File: src/rtl/bambu_slave_loader_if.sv
// Loader <-> HLS accelerator link: slave memory port plus start/done handshake.
// master = loader side, slave = accelerator/memory side.
interface bambu_slave_loader_if #(
    parameter int ADDR_W   = 7,
    parameter int DATA_W   = 8,
    parameter int SIZE_W   = 4,
    parameter int CHANNELS = 2
);
    logic                         start_port;
    logic                         done_port;
    logic [CHANNELS-1:0]          S_oe_ram;
    logic [CHANNELS-1:0]          S_we_ram;
    logic [CHANNELS*ADDR_W-1:0]   S_addr_ram;
    logic [CHANNELS*DATA_W-1:0]   S_Wdata_ram;
    logic [CHANNELS*SIZE_W-1:0]   S_data_ram_size;
    logic [CHANNELS*DATA_W-1:0]   Sout_Rdata_ram;
    logic [CHANNELS-1:0]          Sout_DataRdy;

    modport master (
        output start_port, S_oe_ram, S_we_ram, S_addr_ram, S_Wdata_ram, S_data_ram_size,
        input  done_port, Sout_Rdata_ram, Sout_DataRdy
    );

    modport slave (
        input  start_port, S_oe_ram, S_we_ram, S_addr_ram, S_Wdata_ram, S_data_ram_size,
        output done_port, Sout_Rdata_ram, Sout_DataRdy
    );
endinterface

File: src/rtl/bambu_slave_loader.sv
// Host-side sequencer for an HLS `main` core: byte-stream preload, start/done
// handshake with cycle counting and timeout, then byte-stream readback.
module bambu_slave_loader #(
    parameter int ADDR_W   = 7,
    parameter int DATA_W   = 8,
    parameter int SIZE_W   = 4,
    parameter int CHANNELS = 2,
    parameter int TIMEOUT  = 200000000
) (
    input  logic              clock,
    input  logic              reset,
    input  logic              cmd_go,
    input  logic [ADDR_W-1:0] load_base,
    input  logic [ADDR_W-1:0] rd_base,
    input  logic [ADDR_W:0]   rd_len,
    input  logic              in_valid,
    output logic              in_ready,
    input  logic [7:0]        in_data,
    input  logic              in_last,
    output logic              out_valid,
    input  logic              out_ready,
    output logic [7:0]        out_data,
    output logic              out_last,
    output logic              busy,
    output logic              job_done,
    output logic              timeout,
    output logic [31:0]       cycles,
    bambu_slave_loader_if.master acc
);
    localparam logic [31:0] TMO_LIM = 32'(TIMEOUT);

    typedef enum logic [3:0] {
        IDLE, LD_ISSUE, LD_WAIT, START, RUN, RD_ISSUE, RD_WAIT, RD_OUT, FIN
    } state_e;

    state_e            state_q, state_d;
    logic [ADDR_W-1:0] ld_ptr_q, ld_ptr_d;
    logic [ADDR_W-1:0] rd_ptr_q, rd_ptr_d;
    logic [ADDR_W:0]   rem_q, rem_d;
    logic              ld_last_q, ld_last_d;
    logic [7:0]        rdata_q, rdata_d;
    logic              timeout_q, timeout_d;
    logic [31:0]       cycles_q, cycles_d;

    logic rdy0, we0, oe0;

    assign rdy0 = acc.Sout_DataRdy[0];

    always_comb begin
        state_d   = state_q;
        ld_ptr_d  = ld_ptr_q;
        rd_ptr_d  = rd_ptr_q;
        rem_d     = rem_q;
        ld_last_d = ld_last_q;
        rdata_d   = rdata_q;
        timeout_d = timeout_q;
        cycles_d  = cycles_q;
        case (state_q)
            IDLE: if (cmd_go) begin
                ld_ptr_d  = load_base;
                rd_ptr_d  = rd_base;
                rem_d     = rd_len;
                timeout_d = 1'b0;
                state_d   = LD_ISSUE;
            end
            LD_ISSUE: if (in_valid) begin
                ld_last_d = in_last;
                state_d   = LD_WAIT;
            end
            LD_WAIT: if (rdy0) begin
                ld_ptr_d = ld_ptr_q + ADDR_W'(1);
                state_d  = ld_last_q ? START : LD_ISSUE;
            end
            START: begin
                cycles_d = 32'd1;
                state_d  = RUN;
            end
            // The cycle done_port is seen is itself counted.
            RUN: begin
                cycles_d = cycles_q + 32'd1;
                if (acc.done_port) begin
                    state_d = (rem_q == '0) ? FIN : RD_ISSUE;
                end else if (cycles_q + 32'd1 == TMO_LIM) begin
                    timeout_d = 1'b1;
                    state_d   = FIN;
                end
            end
            RD_ISSUE: state_d = RD_WAIT;
            RD_WAIT: if (rdy0) begin
                rdata_d = acc.Sout_Rdata_ram[7:0];
                state_d = RD_OUT;
            end
            RD_OUT: if (out_ready) begin
                rd_ptr_d = rd_ptr_q + ADDR_W'(1);
                rem_d    = rem_q - (ADDR_W+1)'(1);
                state_d  = (rem_q == (ADDR_W+1)'(1)) ? FIN : RD_ISSUE;
            end
            FIN:     state_d = IDLE;
            default: state_d = IDLE;
        endcase
    end

    always_ff @(posedge clock or negedge reset) begin
        if (!reset) begin
            state_q   <= IDLE;
            ld_ptr_q  <= '0;
            rd_ptr_q  <= '0;
            rem_q     <= '0;
            ld_last_q <= 1'b0;
            rdata_q   <= '0;
            timeout_q <= 1'b0;
            cycles_q  <= '0;
        end else begin
            state_q   <= state_d;
            ld_ptr_q  <= ld_ptr_d;
            rd_ptr_q  <= rd_ptr_d;
            rem_q     <= rem_d;
            ld_last_q <= ld_last_d;
            rdata_q   <= rdata_d;
            timeout_q <= timeout_d;
            cycles_q  <= cycles_d;
        end
    end

    // Handshake outputs decode straight from the registered state.
    assign in_ready   = (state_q == LD_ISSUE);
    assign out_valid  = (state_q == RD_OUT);
    assign out_data   = rdata_q;
    assign out_last   = out_valid && (rem_q == (ADDR_W+1)'(1));
    assign busy       = (state_q != IDLE);
    assign job_done   = (state_q == FIN);
    assign timeout    = timeout_q;
    assign cycles     = cycles_q;
    assign we0        = in_ready && in_valid;
    assign oe0        = (state_q == RD_ISSUE);

    always_comb begin
        acc.start_port      = (state_q == START);
        acc.S_we_ram        = '0;
        acc.S_oe_ram        = '0;
        acc.S_addr_ram      = '0;
        acc.S_Wdata_ram     = '0;
        acc.S_data_ram_size = '0;
        acc.S_we_ram[0]     = we0;
        acc.S_oe_ram[0]     = oe0;
        if (we0) begin
            acc.S_addr_ram[ADDR_W-1:0]      = ld_ptr_q;
            acc.S_Wdata_ram[7:0]            = in_data;
            acc.S_data_ram_size[SIZE_W-1:0] = SIZE_W'(8);
        end else if (oe0) begin
            acc.S_addr_ram[ADDR_W-1:0]      = rd_ptr_q;
            acc.S_data_ram_size[SIZE_W-1:0] = SIZE_W'(8);
        end
    end
endmodule

File: src/flat_wrapper.sv
// flat-port wrapper written by rule: the top's interface ports become plain ports
module bambu_slave_loader_flat 
#(
    parameter int ADDR_W   = 7,
    parameter int DATA_W   = 8,
    parameter int SIZE_W   = 4,
    parameter int CHANNELS = 2,
    parameter int TIMEOUT  = 200000000
)
  (clock, reset, cmd_go, load_base, rd_base, rd_len, in_valid, in_ready, in_data, in_last, out_valid, out_ready, out_data, out_last, busy, job_done, timeout, cycles, acc_start_port, acc_S_oe_ram, acc_S_we_ram, acc_S_addr_ram, acc_S_Wdata_ram, acc_S_data_ram_size, acc_done_port, acc_Sout_Rdata_ram, acc_Sout_DataRdy);
  bambu_slave_loader_if #(.ADDR_W(ADDR_W), .DATA_W(DATA_W), .SIZE_W(SIZE_W), .CHANNELS(CHANNELS)) acc_i ();
  input  logic clock;
  input  logic reset;
  input  logic cmd_go;
  input  logic [ADDR_W-1:0] load_base;
  input  logic [ADDR_W-1:0] rd_base;
  input  logic [ADDR_W:0] rd_len;
  input  logic in_valid;
  output logic in_ready;
  input  logic [7:0] in_data;
  input  logic in_last;
  output logic out_valid;
  input  logic out_ready;
  output logic [7:0] out_data;
  output logic out_last;
  output logic busy;
  output logic job_done;
  output logic timeout;
  output logic [31:0] cycles;
  output wire logic [$bits(acc_i.start_port)-1:0] acc_start_port;
  output wire logic [$bits(acc_i.S_oe_ram)-1:0] acc_S_oe_ram;
  output wire logic [$bits(acc_i.S_we_ram)-1:0] acc_S_we_ram;
  output wire logic [$bits(acc_i.S_addr_ram)-1:0] acc_S_addr_ram;
  output wire logic [$bits(acc_i.S_Wdata_ram)-1:0] acc_S_Wdata_ram;
  output wire logic [$bits(acc_i.S_data_ram_size)-1:0] acc_S_data_ram_size;
  input wire logic [$bits(acc_i.done_port)-1:0] acc_done_port;
  input wire logic [$bits(acc_i.Sout_Rdata_ram)-1:0] acc_Sout_Rdata_ram;
  input wire logic [$bits(acc_i.Sout_DataRdy)-1:0] acc_Sout_DataRdy;
  assign acc_start_port = acc_i.start_port;
  assign acc_S_oe_ram = acc_i.S_oe_ram;
  assign acc_S_we_ram = acc_i.S_we_ram;
  assign acc_S_addr_ram = acc_i.S_addr_ram;
  assign acc_S_Wdata_ram = acc_i.S_Wdata_ram;
  assign acc_S_data_ram_size = acc_i.S_data_ram_size;
  assign acc_i.done_port = acc_done_port;
  assign acc_i.Sout_Rdata_ram = acc_Sout_Rdata_ram;
  assign acc_i.Sout_DataRdy = acc_Sout_DataRdy;
  bambu_slave_loader #(.ADDR_W(ADDR_W), .DATA_W(DATA_W), .SIZE_W(SIZE_W), .CHANNELS(CHANNELS), .TIMEOUT(TIMEOUT)) u_core (.clock(clock), .reset(reset), .cmd_go(cmd_go), .load_base(load_base), .rd_base(rd_base), .rd_len(rd_len), .in_valid(in_valid), .in_ready(in_ready), .in_data(in_data), .in_last(in_last), .out_valid(out_valid), .out_ready(out_ready), .out_data(out_data), .out_last(out_last), .busy(busy), .job_done(job_done), .timeout(timeout), .cycles(cycles), .acc(acc_i));
endmodule
File: config.mk
export PLATFORM = sky130hd
export DESIGN_NAME = bambu_slave_loader_flat
export DESIGN_NICKNAME = d
export VERILOG_FILES = /design/src/rtl/bambu_slave_loader_if.sv /design/src/rtl/bambu_slave_loader.sv /design/src/flat_wrapper.sv
export SDC_FILE = /design/constraint.sdc
export NUM_CORES = 1
export LEC_CHECK = 0
export CORE_MARGIN = 3
export CORE_UTILIZATION = 35
export DETAILED_ROUTE_END_ITERATION = 12
export GPL_TIMING_DRIVEN = 0
export HOLD_SLACK_MARGIN = 0.02
export SETUP_SLACK_MARGIN = 0.02
export SLEW_MARGIN = 20
export SYNTH_ARGS = -nofsm -noshare
export SYNTH_HDL_FRONTEND = slang
export SYNTH_SLANG_ARGS = --single-unit
File: constraint.sdc
create_clock -name clock -period 4 [get_ports clock]
set_input_delay 0.8 -clock clock [delete_from_list [all_inputs] [get_ports clock]]
set_output_delay 0.8 -clock clock [all_outputs]
set_load 0.01 [all_outputs]
==> results_dict.tcl, run 1 <==
set metrics [dict create \
    outcome "completed" \
    cts.sink_count 68 \
    syn-cell-area_um2 4603 \
    pin_count 144 \
    cp.arrival_ns 2.84 \
    synth_ff_type "dfrtp_1" \
    critPathKind "input pin to output pin" \
    antenna_found_initial 0 \
    cts_made_buffers 9 \
    diodes 0 \
    placed_area_um2 6037 \
    finalSetupViolations 0 \
    drive_gt1_share_pct 9.642 \
    dieArea_um2 14560 \
    power_leakage_uw 0.002582 \
    fin_area_um2 6321 \
    tightest_slew_ns 0.8907 \
    rr_startpoint "u_core.cycles[1]" \
    drt.antenna.violating_nets 0 \
    synth-compound-area-share_pct 23.08 \
    grt_overflow 0 \
    clk_latency_ns 0.34 \
    vias 4856 \
    synth_xor_xnor_area_share_pct 1.522 \
    power_density_nw_per_um2 519.3 \
    synth.area.mux_share_pct 2.609 \
    htree_levels 3 \
    wl_met1_um 6358 \
    wl_um 14230 \
    ys_async_sr_fraction_pct 100.0 \
    drv_cap 0 \
    worstPathMaxFanout 10 \
    cts_max_path_buffers 2 \
    initial_core_util_pct 36.18 \
    p_seq_share_pct 32.9 \
    synth_edf_count 0 \
    p_switching_uw 1342 \
    highest_layer "met4" \
    die_w_um 120.7 \
    yosysMostFrequentCell "o21ai_0" \
    met3_length_um 921 \
    row_count 41 \
    synth_top_family_by_area "simple AND/OR/NAND/NOR gates" \
    cts_tree "built" \
    viasPerCell 5.408 \
    synth_top_cell_by_area "dfrtp_1" \
    cts_root_buf "clkbuf_16" \
    synthCells 576 \
    grt_pass1_wl_um 23250 \
    grt_pass1_vias 4508 \
    cts_hold_buf 0 \
    start_kind "input pin" \
    synth_commonest_cells "o21ai_0, dfrtp_1, nor2_1" \
    core_um2 12720 \
    met2_length_um 6778 \
    hold_viol 0 \
    first_pass_iters 5 \
    internal-power_uw 1940 \
    p_clk_share_pct 22.2 \
    ys_warn_count 0 \
    grt_usage_pct 19.80 \
    cp-end-kind "output pin" \
    wl_per_cell_um 15.85 \
    die_h_um 120.7 \
    period_share_pct 90.90 \
    synthSimpleGateAreaFrac_pct 25.80 \
    ir_worst_vdd_v 0.0002901 \
    synth_seq_cells 68 \
    synth_top_area_share_pct 36.97 \
    fin_ws_ns 0.3638 \
    switching_share_pct 40.89 \
    rsz0062_at_grt "no" \
    cp-startpoint "in_valid" \
    path_clk_slew_ns 0.05 \
    dpl_worst_slack_ns 0.1360 \
    instances_no_fill 898 \
    fmax_ghz 0.2750 \
    gp_congestion 0.8901 \
    yosysSeqAreaShare_pct 36.97 \
    drtIter0Drc 434 \
    layout_min_cycle_time_ns 3.636 \
    avgSynthCellArea_um2 7.992 \
    grt_max_degree 42 \
    dp_cells 882 \
    hp-class "input pin to asynchronous set/reset pin" \
    synth_fa_ha_area_share_pct 1.631 \
    nNetsFinal 782 \
    ys_top_cells_by_area "dfrtp_1, o21ai_0, a21oi_1" \
    synth_cell_type_count 61 \
    drc 0 \
    finalPower_uw 3283 \
    final.setup_skew_ns 0.007334 \
    relSlewSlack_pct 40.13 \
    dp_hpwl_um 10580 \
    port_buffers 110 \
    final_max_slew_viol_count 0 \
    required_ns 3.20 \
    post_cts_buffers 0 \
    combPwrFrac_pct 45.0 \
    synthToLayoutAreaGrowth_pct 37.32 \
]
final timing paths:
check,to,slack (ns),depth (start not counted)
min in group clock,u_core.cycles[31],0.50,1
worst max register to register,u_core.timeout,0.39,10
max in group asynchronous,u_core.cycles[8],3.07,2
worst max-delay path,acc_S_Wdata_ram[5],0.36,6
worst min-delay path,u_core.ld_ptr_q[6],0.39,1
worst min register to register,u_core.cycles[31],0.50,1
layout make-up:
type	count	area, um^2
Clock inverter	5	27.53
Buffer	58	326.6
Clock buffer	11	242.7
Timing Repair Buffer	111	1126
Multi-Input combinational cell	458	2625
Inverter	15	56.30
Tap cell	172	215.2
Fill cell	1274	6401
Sequential cell	68	1702
worst max-delay path: stages:
cell	delay (ns)
clkdlybuf4s50_1	0.46
inv_1	0.07
nor4_4	0.48
clkbuf_1	0.32
and2_1	0.17
clkdlybuf4s50_1	0.54
flip-flops by register name (all words and copies together), names as in the netlist:
| signal | cells |
|---|---|
| u_core.rd_ptr_q | 7 |
| u_core.timeout | 1 |
| u_core.rem_q | 8 |
| u_core.cycles | 32 |
| u_core.out_data | 8 |
| u_core.state_q | 4 |
| u_core.ld_last_q | 1 |
| u_core.ld_ptr_q | 7 |
placed cells by master (no fill, tap or decap), drive strengths merged, types with 21 or more instances in the layout:
cell,n
a21oi,51
buf,35
clkbuf,36
clkdlybuf4s50,109
conb,24
dfrtp,68
nand2,50
nand3,25
nor2,53
nor3,21
o21ai,73
cell families (layout without fill, tap and decap cells):
group	after synthesis	count (layout)
AND/OR/NAND/NOR	229	229
AO/OA/AOI/OAI	180	180
buffers and inverters	73	200
flip-flops	68	68
multiplexers	11	11
XOR/XNOR	8	8
adder cells (fa/ha/maj)	6	6
other	1	24
layer usage:
metal	vias to the layer above	global-route usage, %
li1	2343	-
met1	2296	26.73
met2	200	31.75
met3	17	5.005
met4	0	5.099
met5	-	0
per-stage QoR:
stage	setup TNS, ns	hold WS, ns	utilization (%)
after floorplan	0	0.4896	-
after detailed placement	0	0.4929	47.45
final	0	0.3881	49.69
after global routing	0	0.4071	49.69
after global placement	-27.91	0.4791	47.21
after CTS	0	0.3923	49.58
power by group through the flow:
| stage | Sequential (uW) | Combinational [uW] | Clock, uW |
|---|---|---|---|
| CTS | 1080 | 1470 | 756 |
| global route | 1110 | 1650 | 776 |
| detailed placement | 1090 | 1460 | 0 |
| global placement | 1080 | 1440 | 0 |
| floorplan | 1060 | 878 | 0 |
| finish | 1080 | 1480 | 727 |
timing repair:
action                                  in CTS  in global routing
endpoints found under the hold margin        0                  0
endpoints found under the setup margin       0                  3
resized for setup                            0                  1
(Power assumes the default switching activity.)
==> run 2, diff against run 1 <==
--- a/config.mk
+++ b/config.mk
@@ -10,6 +10,7 @@
 export DETAILED_ROUTE_END_ITERATION = 12
 export GPL_TIMING_DRIVEN = 0
 export HOLD_SLACK_MARGIN = 0.02
+export MAX_ROUTING_LAYER = met4
 export SETUP_SLACK_MARGIN = 0.02
 export SLEW_MARGIN = 20
 export SYNTH_ARGS = -nofsm -noshare
==> results_dict.tcl, run 2 (synthesized netlist as in run 1, its figures left out) <==
set metrics [dict create \
    outcome "completed" \
    row_count 41 \
    core_um2 12720 \
    synthToLayoutAreaGrowth_pct 38.05 \
    final_max_slew_viol_count 0 \
    post_cts_buffers 0 \
    switching_share_pct 40.12 \
    drtIter0Drc 382 \
    r2r.worst_path.cells 10 \
    crit_top_cell "clkdlybuf4s50_1" \
    slowest_stage "clkdlybuf4s50_1" \
    p_switching_uw 1356 \
    worstPathMaxFanout 10 \
    period_share_pct 91.99 \
    pin_count 144 \
    fin_util_pct 49.95 \
    crit_chain "clkdlybuf4s50_1, inv_1, nor4_4, clkbuf_1, and2_1, clkdlybuf4s50_1" \
    first_pass_iters 5 \
    wl_per_cell_um 16.35 \
    cp_top_family "buffers and inverters" \
    hold_viol 0 \
    cp.arrival_ns 2.88 \
    drc 0 \
    grt_max_degree 41 \
    die_w_um 120.7 \
    grt_overflow 0 \
    critPathKind "input pin to output pin" \
    layout_common_cells "clkdlybuf4s50_1, o21ai_0, dfrtp_1, nor2_1, a21oi_1" \
    cts.sink_count 68 \
    drv_cap 0 \
    nFillCells 1259 \
    diodes 0 \
    layout_min_cycle_time_ns 3.679 \
    ir_worst_vdd_v 0.0003116 \
    cts_made_buffers 9 \
    grt_pass1_wl_um 23910 \
    power_density_nw_per_um2 531.9 \
    cp-end-kind "output pin" \
    wl_um 14690 \
    drt.antenna.violating_nets 0 \
    cts_root_buf "clkbuf_16" \
    drive_gt1_share_pct 9.642 \
    layout_commonest_cell "clkdlybuf4s50_1" \
    dieArea_um2 14560 \
    reg2reg_to "u_core.timeout" \
    path_clk_slew_ns 0.06 \
    fin_ws_ns 0.3205 \
    cts_tree "built" \
    p_seq_share_pct 32.0 \
    cts_hold_buf 0 \
    cts_max_path_buffers 2 \
    start_kind "input pin" \
    worst-path-buf-inv 4 \
    vias 4818 \
    internal-power_uw 2024 \
    cp-startpoint "in_valid" \
    viasPerCell 5.365 \
    initial_core_util_pct 36.18 \
    largest_register_ff_count 32 \
    critical_path.max_stage_delay_ns 0.54 \
    nNetsFinal 782 \
    tightest_slew_ns 0.8733 \
    die_h_um 120.7 \
    dp_hpwl_um 10770 \
    cts_resized 0 \
    port_buffers 110 \
    combPwrFrac_pct 43.9 \
    reg2reg_slack_ns 0.40 \
    finalSetupViolations 0 \
    antenna_found_initial 0 \
    relSlewSlack_pct 41.29 \
    clk_latency_ns 0.34 \
    hp-class "input pin to asynchronous set/reset pin" \
    required_ns 3.20 \
    final.setup_skew_ns 0.006556 \
    power_leakage_uw 0.002595 \
    rsz0062_at_grt "no" \
    dpl_worst_slack_ns 0.08400 \
    rr_startpoint "u_core.cycles[0]" \
    gp_congestion 0.8969 \
    fmax_ghz 0.2718 \
    htree_levels 3 \
    grt_pass1_vias 4563 \
    grt_usage_pct 20.94 \
    p_clk_share_pct 24.1 \
]
-- run 2: final cells by class --
type	count	area (um^2)	area share, %
Clock inverter	4	47.55	0.7482
Sequential cell	68	1702	26.78
Multi-Input combinational cell	458	2625	41.31
Buffer	58	326.6	5.139
Clock buffer	12	256.5	4.036
Timing Repair Buffer	111	1126	17.72
Tap cell	172	215.2	3.386
Inverter	15	56.30	0.8860
-- run 2: worst reg2reg max path: stages, from the launching register on --
cell,delay [ns]
dfrtp_1,0.52
ha_1,0.19
buf_2,0.18
nand4_1,0.33
or4_1,0.62
buf_2,0.20
nor4_1,0.46
xnor2_1,0.19
nand4_1,0.17
or4_1,0.54
o21ai_1,0.12
-- run 2: per-layer routing --
layer  GRT usage [%]  routed length [um]
met1           27.02                6568
met2           33.53                7112
met3           4.677                 855
met4           5.382                 147
met5               -                   0
-- run 2: worst max-delay path by stage --
stage / end / cells after the start
after floorplan: u_core.timeout / 10
after global placement: u_core.cycles[2] / 1
after detailed placement: acc_S_we_ram[0] / 6
after CTS: acc_S_Wdata_ram[1] / 6
after global routing: u_core.timeout / 10
final: acc_S_Wdata_ram[1] / 6
-- run 2: per-stage QoR --
step | hold slack [ns] | power (uW) | instance area [um^2] | setup TNS (ns) | std cells
2_1_floorplan | 0.4896 | 1936 | 4690 | 0 | 599
3_3_place_gp | 0.4887 | 2526 | 6006 | -30.46 | 881
3_5_place_dp | 0.4974 | 2559 | 6037 | 0 | 882
4_1_cts | 0.3991 | 3395 | 6341 | 0 | 898
5_1_grt | 0.4157 | 3635 | 6355 | 0 | 898
6_report | 0.3975 | 3380 | 6355 | 0 | 898
-- run 2: power by group through the flow --
stage / combinational (uW) / clock, uW / sequential [uW]
detailed placement: 1470 / 0 / 1090
CTS: 1480 / 840 / 1080
floorplan: 878 / 0 / 1060
global route: 1660 / 865 / 1110
finish: 1480 / 815 / 1080
global placement: 1450 / 0 / 1080
==> run 3, diff against run 2 <==
--- a/config.mk
+++ b/config.mk
@@ -7,6 +7,7 @@
 export LEC_CHECK = 0
 export CORE_MARGIN = 3
 export CORE_UTILIZATION = 35
+export CTS_CLUSTER_SIZE = 30
 export DETAILED_ROUTE_END_ITERATION = 12
 export GPL_TIMING_DRIVEN = 0
 export HOLD_SLACK_MARGIN = 0.02
==> results of run 3 <==
Same layout as run 2: the final DEF is identical, and so are final timing and power.
